===== src/rtl/axi_wdata_router_if.sv =====
// Bundled AW-capture and W-routing signals between the AW arbiter, three W masters and three W slaves.
// Modport slave is the router's view; modport master is the surrounding fabric's view.
interface axi_wdata_router_if #(
  parameter int DATA_W = 32,
  parameter int STRB_W = 4,
  parameter int LEN_W  = 4,
  parameter int ADDR_W = 32
);
  logic              AW_VALID;
  logic              AW_READY;
  logic [1:0]        AW_MASTER;
  logic [ADDR_W-1:0] AW_ADDR;
  logic [LEN_W-1:0]  AW_LEN;
  logic              AW_FREE;

  logic [DATA_W-1:0] WDATA_M0, WDATA_M1, WDATA_M2;
  logic [STRB_W-1:0] WSTRB_M0, WSTRB_M1, WSTRB_M2;
  logic              WLAST_M0, WLAST_M1, WLAST_M2;
  logic              WVALID_M0, WVALID_M1, WVALID_M2;
  logic              WREADY_M0, WREADY_M1, WREADY_M2;

  logic [DATA_W-1:0] WDATA;
  logic [STRB_W-1:0] WSTRB;
  logic              WLAST;
  logic              WVALID_S0, WVALID_S1, WVALID_S2;
  logic              WREADY_S0, WREADY_S1, WREADY_S2;

  logic              W_LAST_ERR;

  modport slave (
    input  AW_VALID, AW_READY, AW_MASTER, AW_ADDR, AW_LEN,
    input  WDATA_M0, WDATA_M1, WDATA_M2,
    input  WSTRB_M0, WSTRB_M1, WSTRB_M2,
    input  WLAST_M0, WLAST_M1, WLAST_M2,
    input  WVALID_M0, WVALID_M1, WVALID_M2,
    input  WREADY_S0, WREADY_S1, WREADY_S2,
    output AW_FREE,
    output WREADY_M0, WREADY_M1, WREADY_M2,
    output WDATA, WSTRB, WLAST,
    output WVALID_S0, WVALID_S1, WVALID_S2,
    output W_LAST_ERR
  );

  modport master (
    output AW_VALID, AW_READY, AW_MASTER, AW_ADDR, AW_LEN,
    output WDATA_M0, WDATA_M1, WDATA_M2,
    output WSTRB_M0, WSTRB_M1, WSTRB_M2,
    output WLAST_M0, WLAST_M1, WLAST_M2,
    output WVALID_M0, WVALID_M1, WVALID_M2,
    output WREADY_S0, WREADY_S1, WREADY_S2,
    input  AW_FREE,
    input  WREADY_M0, WREADY_M1, WREADY_M2,
    input  WDATA, WSTRB, WLAST,
    input  WVALID_S0, WVALID_S1, WVALID_S2,
    input  W_LAST_ERR
  );
endinterface


===== src/rtl/axi_wdata_router.sv =====
// W-channel router: latches one granted AW burst, routes its beats master->slave, generates WLAST.
// Optional WDATA_LAST_CHECK_EN adds a sticky flag for master WLAST disagreeing with the router count.
module axi_wdata_router #(
  parameter int DATA_W = 32,
  parameter int STRB_W = 4,
  parameter int LEN_W  = 4,
  parameter int ADDR_W = 32
) (
  input  logic               clk,
  input  logic               rst,
  axi_wdata_router_if.slave  bus
);

  typedef enum logic {IDLE, BURST} state_t;
  typedef enum logic [1:0] {SEL_S0, SEL_S1, SEL_S2, SEL_DEF} slave_t;

  state_t           state, state_next;
  slave_t           sel_s, sel_s_next;
  logic [1:0]       sel_m, sel_m_next;
  logic [LEN_W-1:0] cnt, cnt_next;

  logic [DATA_W-1:0] m_data;
  logic [STRB_W-1:0] m_strb;
  logic              m_valid;
  logic              m_last;
  logic              s_ready;
  logic              last_now;
  logic              beat;

  function automatic slave_t decode_slave(input logic [15:0] region);
    case (region)
      16'h0000: decode_slave = SEL_S0;
      16'h0001: decode_slave = SEL_S1;
      16'h0002: decode_slave = SEL_S2;
      default:  decode_slave = SEL_DEF;
    endcase
  endfunction

  always_ff @(posedge clk) begin
    if (rst) begin
      state <= IDLE;
      cnt   <= '0;
      sel_m <= 2'd3;
      sel_s <= SEL_DEF;
    end else begin
      state <= state_next;
      cnt   <= cnt_next;
      sel_m <= sel_m_next;
      sel_s <= sel_s_next;
    end
  end

  // Selected-master payload and selected-slave ready; the DEFAULT sink always accepts.
  always_comb begin
    m_data  = '0;
    m_strb  = '0;
    m_valid = 1'b0;
    m_last  = 1'b0;
    case (sel_m)
      2'd0: begin
        m_data  = bus.WDATA_M0;
        m_strb  = bus.WSTRB_M0;
        m_valid = bus.WVALID_M0;
        m_last  = bus.WLAST_M0;
      end
      2'd1: begin
        m_data  = bus.WDATA_M1;
        m_strb  = bus.WSTRB_M1;
        m_valid = bus.WVALID_M1;
        m_last  = bus.WLAST_M1;
      end
      2'd2: begin
        m_data  = bus.WDATA_M2;
        m_strb  = bus.WSTRB_M2;
        m_valid = bus.WVALID_M2;
        m_last  = bus.WLAST_M2;
      end
      default: ;
    endcase

    s_ready = 1'b1;
    case (sel_s)
      SEL_S0:  s_ready = bus.WREADY_S0;
      SEL_S1:  s_ready = bus.WREADY_S1;
      SEL_S2:  s_ready = bus.WREADY_S2;
      default: s_ready = 1'b1;
    endcase
  end

  assign last_now = (cnt == '0);

  always_comb begin
    state_next    = state;
    cnt_next      = cnt;
    sel_m_next    = sel_m;
    sel_s_next    = sel_s;
    beat          = 1'b0;
    bus.AW_FREE   = 1'b0;
    bus.WDATA     = '0;
    bus.WSTRB     = '0;
    bus.WLAST     = 1'b0;
    bus.WREADY_M0 = 1'b0;
    bus.WREADY_M1 = 1'b0;
    bus.WREADY_M2 = 1'b0;
    bus.WVALID_S0 = 1'b0;
    bus.WVALID_S1 = 1'b0;
    bus.WVALID_S2 = 1'b0;

    case (state)
      IDLE: begin
        bus.AW_FREE = 1'b1;
        // A handshake carrying the "no master" code is not a real grant.
        if (bus.AW_VALID && bus.AW_READY && (bus.AW_MASTER != 2'd3)) begin
          sel_m_next = bus.AW_MASTER;
          sel_s_next = decode_slave(bus.AW_ADDR[31:16]);
          cnt_next   = bus.AW_LEN;
          state_next = BURST;
        end
      end
      BURST: begin
        bus.WDATA = m_data;
        bus.WSTRB = m_strb;
        bus.WLAST = last_now;
        case (sel_s)
          SEL_S0:  bus.WVALID_S0 = m_valid;
          SEL_S1:  bus.WVALID_S1 = m_valid;
          SEL_S2:  bus.WVALID_S2 = m_valid;
          default: ;
        endcase
        case (sel_m)
          2'd0:    bus.WREADY_M0 = s_ready;
          2'd1:    bus.WREADY_M1 = s_ready;
          2'd2:    bus.WREADY_M2 = s_ready;
          default: ;
        endcase
        beat = m_valid && s_ready;
        if (beat) begin
          if (last_now) begin
            state_next = IDLE;
          end else begin
            cnt_next = cnt - 1'b1;
          end
        end
      end
      default: state_next = IDLE;
    endcase
  end

`ifdef WDATA_LAST_CHECK_EN
  logic w_last_err, w_last_err_next;
  logic unused_bits;

  // The burst still ends on the router count; the flag only records the disagreement.
  always_comb begin
    w_last_err_next = w_last_err;
    if (beat && (m_last != last_now)) begin
      w_last_err_next = 1'b1;
    end
  end

  always_ff @(posedge clk) begin
    if (rst) begin
      w_last_err <= 1'b0;
    end else begin
      w_last_err <= w_last_err_next;
    end
  end

  assign bus.W_LAST_ERR = w_last_err;
  assign unused_bits    = ^bus.AW_ADDR[15:0];
`else
  logic unused_bits;

  assign bus.W_LAST_ERR = 1'b0;
  assign unused_bits    = ^{bus.AW_ADDR[15:0], m_last};
`endif

endmodule


===== src/flat_wrapper.sv =====
// flat-port wrapper written by rule: the top's interface ports become plain ports
module axi_wdata_router_flat 
#(
  parameter int DATA_W = 32,
  parameter int STRB_W = 4,
  parameter int LEN_W  = 4,
  parameter int ADDR_W = 32
)
  (clk, rst, bus_AW_VALID, bus_AW_READY, bus_AW_MASTER, bus_AW_ADDR, bus_AW_LEN, bus_WDATA_M0, bus_WDATA_M1, bus_WDATA_M2, bus_WSTRB_M0, bus_WSTRB_M1, bus_WSTRB_M2, bus_WLAST_M0, bus_WLAST_M1, bus_WLAST_M2, bus_WVALID_M0, bus_WVALID_M1, bus_WVALID_M2, bus_WREADY_S0, bus_WREADY_S1, bus_WREADY_S2, bus_AW_FREE, bus_WREADY_M0, bus_WREADY_M1, bus_WREADY_M2, bus_WDATA, bus_WSTRB, bus_WLAST, bus_WVALID_S0, bus_WVALID_S1, bus_WVALID_S2, bus_W_LAST_ERR);
  axi_wdata_router_if #(.DATA_W(DATA_W), .STRB_W(STRB_W), .LEN_W(LEN_W), .ADDR_W(ADDR_W)) bus_i ();
  input  logic clk;
  input  logic rst;
  input wire logic [$bits(bus_i.AW_VALID)-1:0] bus_AW_VALID;
  input wire logic [$bits(bus_i.AW_READY)-1:0] bus_AW_READY;
  input wire logic [$bits(bus_i.AW_MASTER)-1:0] bus_AW_MASTER;
  input wire logic [$bits(bus_i.AW_ADDR)-1:0] bus_AW_ADDR;
  input wire logic [$bits(bus_i.AW_LEN)-1:0] bus_AW_LEN;
  input wire logic [$bits(bus_i.WDATA_M0)-1:0] bus_WDATA_M0;
  input wire logic [$bits(bus_i.WDATA_M1)-1:0] bus_WDATA_M1;
  input wire logic [$bits(bus_i.WDATA_M2)-1:0] bus_WDATA_M2;
  input wire logic [$bits(bus_i.WSTRB_M0)-1:0] bus_WSTRB_M0;
  input wire logic [$bits(bus_i.WSTRB_M1)-1:0] bus_WSTRB_M1;
  input wire logic [$bits(bus_i.WSTRB_M2)-1:0] bus_WSTRB_M2;
  input wire logic [$bits(bus_i.WLAST_M0)-1:0] bus_WLAST_M0;
  input wire logic [$bits(bus_i.WLAST_M1)-1:0] bus_WLAST_M1;
  input wire logic [$bits(bus_i.WLAST_M2)-1:0] bus_WLAST_M2;
  input wire logic [$bits(bus_i.WVALID_M0)-1:0] bus_WVALID_M0;
  input wire logic [$bits(bus_i.WVALID_M1)-1:0] bus_WVALID_M1;
  input wire logic [$bits(bus_i.WVALID_M2)-1:0] bus_WVALID_M2;
  input wire logic [$bits(bus_i.WREADY_S0)-1:0] bus_WREADY_S0;
  input wire logic [$bits(bus_i.WREADY_S1)-1:0] bus_WREADY_S1;
  input wire logic [$bits(bus_i.WREADY_S2)-1:0] bus_WREADY_S2;
  output wire logic [$bits(bus_i.AW_FREE)-1:0] bus_AW_FREE;
  output wire logic [$bits(bus_i.WREADY_M0)-1:0] bus_WREADY_M0;
  output wire logic [$bits(bus_i.WREADY_M1)-1:0] bus_WREADY_M1;
  output wire logic [$bits(bus_i.WREADY_M2)-1:0] bus_WREADY_M2;
  output wire logic [$bits(bus_i.WDATA)-1:0] bus_WDATA;
  output wire logic [$bits(bus_i.WSTRB)-1:0] bus_WSTRB;
  output wire logic [$bits(bus_i.WLAST)-1:0] bus_WLAST;
  output wire logic [$bits(bus_i.WVALID_S0)-1:0] bus_WVALID_S0;
  output wire logic [$bits(bus_i.WVALID_S1)-1:0] bus_WVALID_S1;
  output wire logic [$bits(bus_i.WVALID_S2)-1:0] bus_WVALID_S2;
  output wire logic [$bits(bus_i.W_LAST_ERR)-1:0] bus_W_LAST_ERR;
  assign bus_i.AW_VALID = bus_AW_VALID;
  assign bus_i.AW_READY = bus_AW_READY;
  assign bus_i.AW_MASTER = bus_AW_MASTER;
  assign bus_i.AW_ADDR = bus_AW_ADDR;
  assign bus_i.AW_LEN = bus_AW_LEN;
  assign bus_i.WDATA_M0 = bus_WDATA_M0;
  assign bus_i.WDATA_M1 = bus_WDATA_M1;
  assign bus_i.WDATA_M2 = bus_WDATA_M2;
  assign bus_i.WSTRB_M0 = bus_WSTRB_M0;
  assign bus_i.WSTRB_M1 = bus_WSTRB_M1;
  assign bus_i.WSTRB_M2 = bus_WSTRB_M2;
  assign bus_i.WLAST_M0 = bus_WLAST_M0;
  assign bus_i.WLAST_M1 = bus_WLAST_M1;
  assign bus_i.WLAST_M2 = bus_WLAST_M2;
  assign bus_i.WVALID_M0 = bus_WVALID_M0;
  assign bus_i.WVALID_M1 = bus_WVALID_M1;
  assign bus_i.WVALID_M2 = bus_WVALID_M2;
  assign bus_i.WREADY_S0 = bus_WREADY_S0;
  assign bus_i.WREADY_S1 = bus_WREADY_S1;
  assign bus_i.WREADY_S2 = bus_WREADY_S2;
  assign bus_AW_FREE = bus_i.AW_FREE;
  assign bus_WREADY_M0 = bus_i.WREADY_M0;
  assign bus_WREADY_M1 = bus_i.WREADY_M1;
  assign bus_WREADY_M2 = bus_i.WREADY_M2;
  assign bus_WDATA = bus_i.WDATA;
  assign bus_WSTRB = bus_i.WSTRB;
  assign bus_WLAST = bus_i.WLAST;
  assign bus_WVALID_S0 = bus_i.WVALID_S0;
  assign bus_WVALID_S1 = bus_i.WVALID_S1;
  assign bus_WVALID_S2 = bus_i.WVALID_S2;
  assign bus_W_LAST_ERR = bus_i.W_LAST_ERR;
  axi_wdata_router #(.DATA_W(DATA_W), .STRB_W(STRB_W), .LEN_W(LEN_W), .ADDR_W(ADDR_W)) u_core (.clk(clk), .rst(rst), .bus(bus_i));
endmodule

===== config.mk =====
export PLATFORM = sky130hd
export DESIGN_NAME = axi_wdata_router_flat
export DESIGN_NICKNAME = d
export VERILOG_FILES = /design/src/rtl/axi_wdata_router_if.sv /design/src/rtl/axi_wdata_router.sv /design/src/flat_wrapper.sv
export SDC_FILE = /design/constraint.sdc
export NUM_CORES = 1
export LEC_CHECK = 0
export ABC_CLOCK_PERIOD_IN_PS = 4450
export BUFFER_PORTS_ARGS = -buffer_cell sky130_fd_sc_hd__buf_2
export CORE_AREA = 2 2 79 81
export CTS_CLUSTER_SIZE = 14
export DETAILED_ROUTE_END_ITERATION = 10
export DIE_AREA = 0 0 81 83
export PLACE_DENSITY = 0.71
export SETUP_SLACK_MARGIN = 0.3
export SYNTH_ARGS = -nofsm -noshare
export SYNTH_HDL_FRONTEND = slang
export SYNTH_SLANG_ARGS = --single-unit

===== constraint.sdc =====
create_clock -name clk -period 4.45 [get_ports clk]
set_input_delay 0 -clock clk [delete_from_list [all_inputs] [get_ports clk]]
set_output_delay 0 -clock clk [all_outputs]
set_load 0.01 [all_outputs]

==> out/metrics.json <==
{
  "place.detailed.hpwl": {"value": 4448, "unit": "um"},
  "timing.hold.worst.class": {"value": "in2reg"},
  "crit_path_slowest_cell": {"value": "sky130_fd_sc_hd__dfxtp_2"},
  "die_width": {"value": 81, "unit": "um"},
  "numCtsBuffers": {"value": 3},
  "finalHoldViolCount": {"value": 0},
  "ctsRootBufferMaster": {"value": "sky130_fd_sc_hd__clkbuf_8"},
  "synth.ff_latch_count": {"value": 9},
  "ys_types": {"value": 35},
  "met2WireLength": {"value": 2967, "unit": "um"},
  "min_path_cells": {"value": 2},
  "cp_top_family": {"value": "buffers and inverters"},
  "rsz_0062_raised_after_global_routing": {"value": "false"},
  "post-layout-total-power": {"value": 370.2, "unit": "uW"},
  "post-route-min-period": {"value": 2.176, "unit": "ns"},
  "layout.cells.non_filler": {"value": 481},
  "drc_errors": {"value": 0},
  "gpl.final_weighted_congestion": {"value": 0.8272},
  "boundaryPins": {"value": 204},
  "timing.critical_path.mode_cell": {"value": "sky130_fd_sc_hd__buf_4"},
  "cts_post_setup_buffers_inserted": {"value": 0},
  "clock_path_buffers": {"value": 2},
  "drtAntennaViolNets": {"value": 0},
  "finalMaxSlewViolations": {"value": 0},
  "initial_antenna_violation_count": {"value": 0},
  "synth_simple_gate_area_frac": {"value": 0.2998},
  "netSwitchingPower": {"value": 127.6, "unit": "uW"},
  "clockPowerShare": {"value": 0.255},
  "p_leak": {"value": 1.519, "unit": "nW"},
  "wl_per_cell": {"value": 11.86, "unit": "um"},
  "comb_power_share": {"value": 0.487},
  "finalNetCount": {"value": 568},
  "num-fill-cells": {"value": 627},
  "die_area": {"value": 0.006723, "unit": "mm2"},
  "min-delay-start": {"value": "bus_AW_MASTER[0]"},
  "max-cap-violations": {"value": 0},
  "crit_required": {"value": 4.45, "unit": "ns"},
  "reg2regPathDepth": {"value": 5},
  "detail_route.vias_per_cell": {"value": 4.574},
  "first_global_vias": {"value": 2077},
  "worst_pin_slew": {"value": 0.6268, "unit": "ns"},
  "synth.yosys.warnings": {"value": 0},
  "timing.setup.tns": {"value": 0, "unit": "ns"},
  "irDropWorstVdd": {"value": 0.09931, "unit": "mV"},
  "postSynthAreaPerCell": {"value": 6.529, "unit": "um2"},
  "post_route_cells_drive_above_1_share": {"value": 0.4803},
  "cts_tree": {"value": "yes"},
  "yosys-mux-area-fraction": {"value": 0.2834},
  "start_kind": {"value": "flip-flop"},
  "postSynthNetCount": {"value": 395},
  "timing.critical_path.cells": {"value": "buf_4, nor2b_2, buf_4, a21oi_1, nor2_1, buf_2"},
  "die_h": {"value": 83, "unit": "um"},
  "fp.coreArea": {"value": 0.005816, "unit": "mm2"},
  "cpPeakStageDelay": {"value": 0.72, "unit": "ns"},
  "synth_edf_count": {"value": 0},
  "drt-initial-drc-count": {"value": 81},
  "yosys_most_used_dff": {"value": "sky130_fd_sc_hd__dfxtp_1"},
  "post_synth_inst_count": {"value": 234},
  "route.layer.met1.wl": {"value": 2233, "unit": "um"},
  "cp.buffers_inverters": {"value": 3},
  "regToRegStartpoint": {"value": "u_core.state"},
  "synth_compound_area_frac": {"value": 0.2007},
  "cell_internal_pwr": {"value": 242.6, "unit": "uW"},
  "worst_slew_margin_rel": {"value": 0.5822},
  "p_per_area": {"value": 146.3, "unit": "mW/mm2"},
  "placement_rows": {"value": 28},
  "final.setup.worst_slack": {"value": 2.274, "unit": "ns"},
  "critical_path_arrival": {"value": 2.18, "unit": "ns"},
  "switching_share": {"value": 0.3446},
  "diodes": {"value": 0},
  "routed.top_layer": {"value": "met4"},
  "hold_ws": {"value": 0.005527, "unit": "ns"},
  "ys_async_sr_fraction": {"value": 0},
  "start_util": {"value": 0.2627},
  "syn-cell-area": {"value": 0.001528, "unit": "mm2"},
  "routed_wirelength": {"value": 5704, "unit": "um"},
  "port_buffers": {"value": 183},
  "pin_count_of_the_biggest_net_entering_global_routing": {"value": 46},
  "grt_first_pass_wirelength": {"value": 8721, "unit": "um"},
  "clock-sinks": {"value": 9},
  "r2r_end": {"value": "u_core.cnt[3]"},
  "grt-ovfl-total": {"value": 0},
  "area.growth.synth_to_final": {"value": 65.68, "unit": "%"},
  "setup.reg_to_reg.worst_slack": {"value": 2.47, "unit": "ns"},
  "vias": {"value": 2200},
  "finalClockSkew": {"value": 0.0005579, "unit": "ns"},
  "seq_area_frac_synth": {"value": 0.1179},
  "path_max_fanout": {"value": 37},
  "count_of_endpoints_failing_setup_in_the_final_report": {"value": 0},
  "worst_setup_path_end_kind": {"value": "output port"},
  "wl_met3": {"value": 481, "unit": "um"},
  "drt_pass1_iterations": {"value": 4},
  "dpl_worst_slack": {"value": 2.471, "unit": "ns"},
  "clock_latency": {"value": 0.23, "unit": "ns"},
  "main_combinational_cell_family_by_area_after_synthesis": {"value": "simple AND/OR/NAND/NOR gates"},
  "min_delay_worst_endpoint": {"value": "u_core.sel_m[0]"},
  "final_min_period_over_clock_period": {"value": 0.4890},
  "fmax": {"value": 459.5, "unit": "MHz"},
  "xor_xnor_cell_area_share_of_the_yosys_netlist": {"value": 0},
  "cts_max_level": {"value": 1},
  "cts.reportedPaths.clkPinSlew": {"value": 0.04, "unit": "ns"},
  "crit_type": {"value": "reg2out"},
  "global_route.usage.total": {"value": 0.1562},
  "place_inst": {"value": 474},
  "synthAdderAreaFrac": {"value": 0.01638},
  "result_of_the_run": {"value": "finished clean"},
  "seqPwrFrac": {"value": 0.258}
}
[cells in the mapped netlist (2+ instances only)]
cell type	count	area, um2
sky130_fd_sc_hd__a211o_1	2	17.52
sky130_fd_sc_hd__a211oi_1	2	15.01
sky130_fd_sc_hd__a21oi_1	39	195.2
sky130_fd_sc_hd__buf_1	4	15.01
sky130_fd_sc_hd__buf_2	5	25.02
sky130_fd_sc_hd__buf_4	2	15.01
sky130_fd_sc_hd__buf_6	2	22.52
sky130_fd_sc_hd__clkbuf_1	8	30.03
sky130_fd_sc_hd__dfxtp_1	9	180.2
sky130_fd_sc_hd__ha_1	2	25.02
sky130_fd_sc_hd__inv_1	2	7.510
sky130_fd_sc_hd__mux2i_1	41	410.4
sky130_fd_sc_hd__nand2_1	4	15.01
sky130_fd_sc_hd__nand2b_1	2	12.51
sky130_fd_sc_hd__nand3b_1	2	15.01
sky130_fd_sc_hd__nor2_1	78	292.8
sky130_fd_sc_hd__nor2b_1	4	25.02
sky130_fd_sc_hd__nor3_1	4	20.02
sky130_fd_sc_hd__nor3b_1	4	30.03
sky130_fd_sc_hd__nor4_1	2	12.51
sky130_fd_sc_hd__o22ai_1	2	12.51
[flip-flops by register name, summed over array words and instances (netlist names)]
name,flops
u_core.cnt,4
u_core.state,1
u_core.sel_s,2
u_core.sel_m,2
[metrics by stage]
stage,instance area [um2],utilization
CTS,2531,0.4352
floorplan,1528,-
finish,2531,0.4352
global route,2531,0.4352
detailed placement,2456,0.4223
global placement,2456,0.4223
[layer usage]
layer / up-vias / track usage
met5: - / 0
met4: 0 / 0.01849
met3: 2 / 0.03043
met2: 95 / 0.3133
met1: 951 / 0.1659
li1: 1152 / -
[logic make-up after synthesis]
logic type / count (synthesis)
other: 1
flip-flops: 9
AO/OA/AOI/OAI: 51
buffers and inverters: 24
AND/OR/NAND/NOR: 105
multiplexers: 42
adder cells (fa/ha/maj): 2
[how the worst max path moves through the flow]
stage / startpoint / to / slack (ns) / depth (start not counted)
after CTS: u_core.sel_m[1] / bus_WDATA[21] / 2.24 / 6
after global placement: u_core.sel_m[1] / bus_WDATA[21] / 2.53 / 6
after detailed placement: u_core.state / u_core.cnt[3] / 2.47 / 5
after floorplan: u_core.sel_s[1] / u_core.cnt[0] / 2.98 / 5
after global routing: u_core.sel_m[1] / bus_WDATA[21] / 2.11 / 6
final: u_core.sel_m[1] / bus_WDATA[21] / 2.27 / 6
[worst register-to-register path, stage by stage, from the launching register on]
cell and delay (ns):
sky130_fd_sc_hd__dfxtp_1 0.59, sky130_fd_sc_hd__inv_4 0.29, sky130_fd_sc_hd__and4_1 0.36, sky130_fd_sc_hd__a41oi_4 0.32, sky130_fd_sc_hd__mux2i_1 0.23, sky130_fd_sc_hd__a21oi_1 0.08
[power groups by stage]
| stage | registers, mW | logic, mW | clock network [mW] |
|---|---|---|---|
| floorplan | 0.0888 | 0.108 | 0 |
| global placement | 0.0964 | 0.175 | 0 |
| detailed placement | 0.0970 | 0.179 | 0 |
| CTS | 0.0955 | 0.182 | 0.0978 |
| global route | 0.0964 | 0.201 | 0.103 |
| finish | 0.0954 | 0.180 | 0.0944 |
[repair_timing]
action                                 CTS  global route
hold buffers                             3             0
resized for setup                        0             0
endpoints found under the hold margin    3             0
[placed cells by master, fill, tap and decap left out, types with 3 or more instances in the layout]
cell / netlist / routed
sky130_fd_sc_hd__mux2i_1: 41 / 41
sky130_fd_sc_hd__nor3_1: 4 / 4
sky130_fd_sc_hd__buf_4: 2 / 3
sky130_fd_sc_hd__nor2b_1: 4 / 3
sky130_fd_sc_hd__a21oi_1: 39 / 39
sky130_fd_sc_hd__dfxtp_1: 9 / 8
sky130_fd_sc_hd__clkbuf_8: 0 / 3
sky130_fd_sc_hd__dlygate4sd3_1: 0 / 3
sky130_fd_sc_hd__nor2_1: 78 / 78
sky130_fd_sc_hd__nand2_1: 4 / 4
sky130_fd_sc_hd__buf_2: 5 / 183
sky130_fd_sc_hd__nor3b_1: 4 / 4
[final cells by class]
| cell class | count | area, um2 | area share |
|---|---|---|---|
| multi-input cells | 201 | 1229 | 0.4854 |
| well taps | 75 | 93.84 | 0.03707 |
| inverters | 3 | 13.76 | 0.005437 |
| flip-flops and latches | 9 | 181.4 | 0.07168 |
| repair buffers | 189 | 968.4 | 0.3826 |
| clock buffers | 4 | 45.04 | 0.01780 |
No activity file was read; power rests on OpenSTA's default activity.
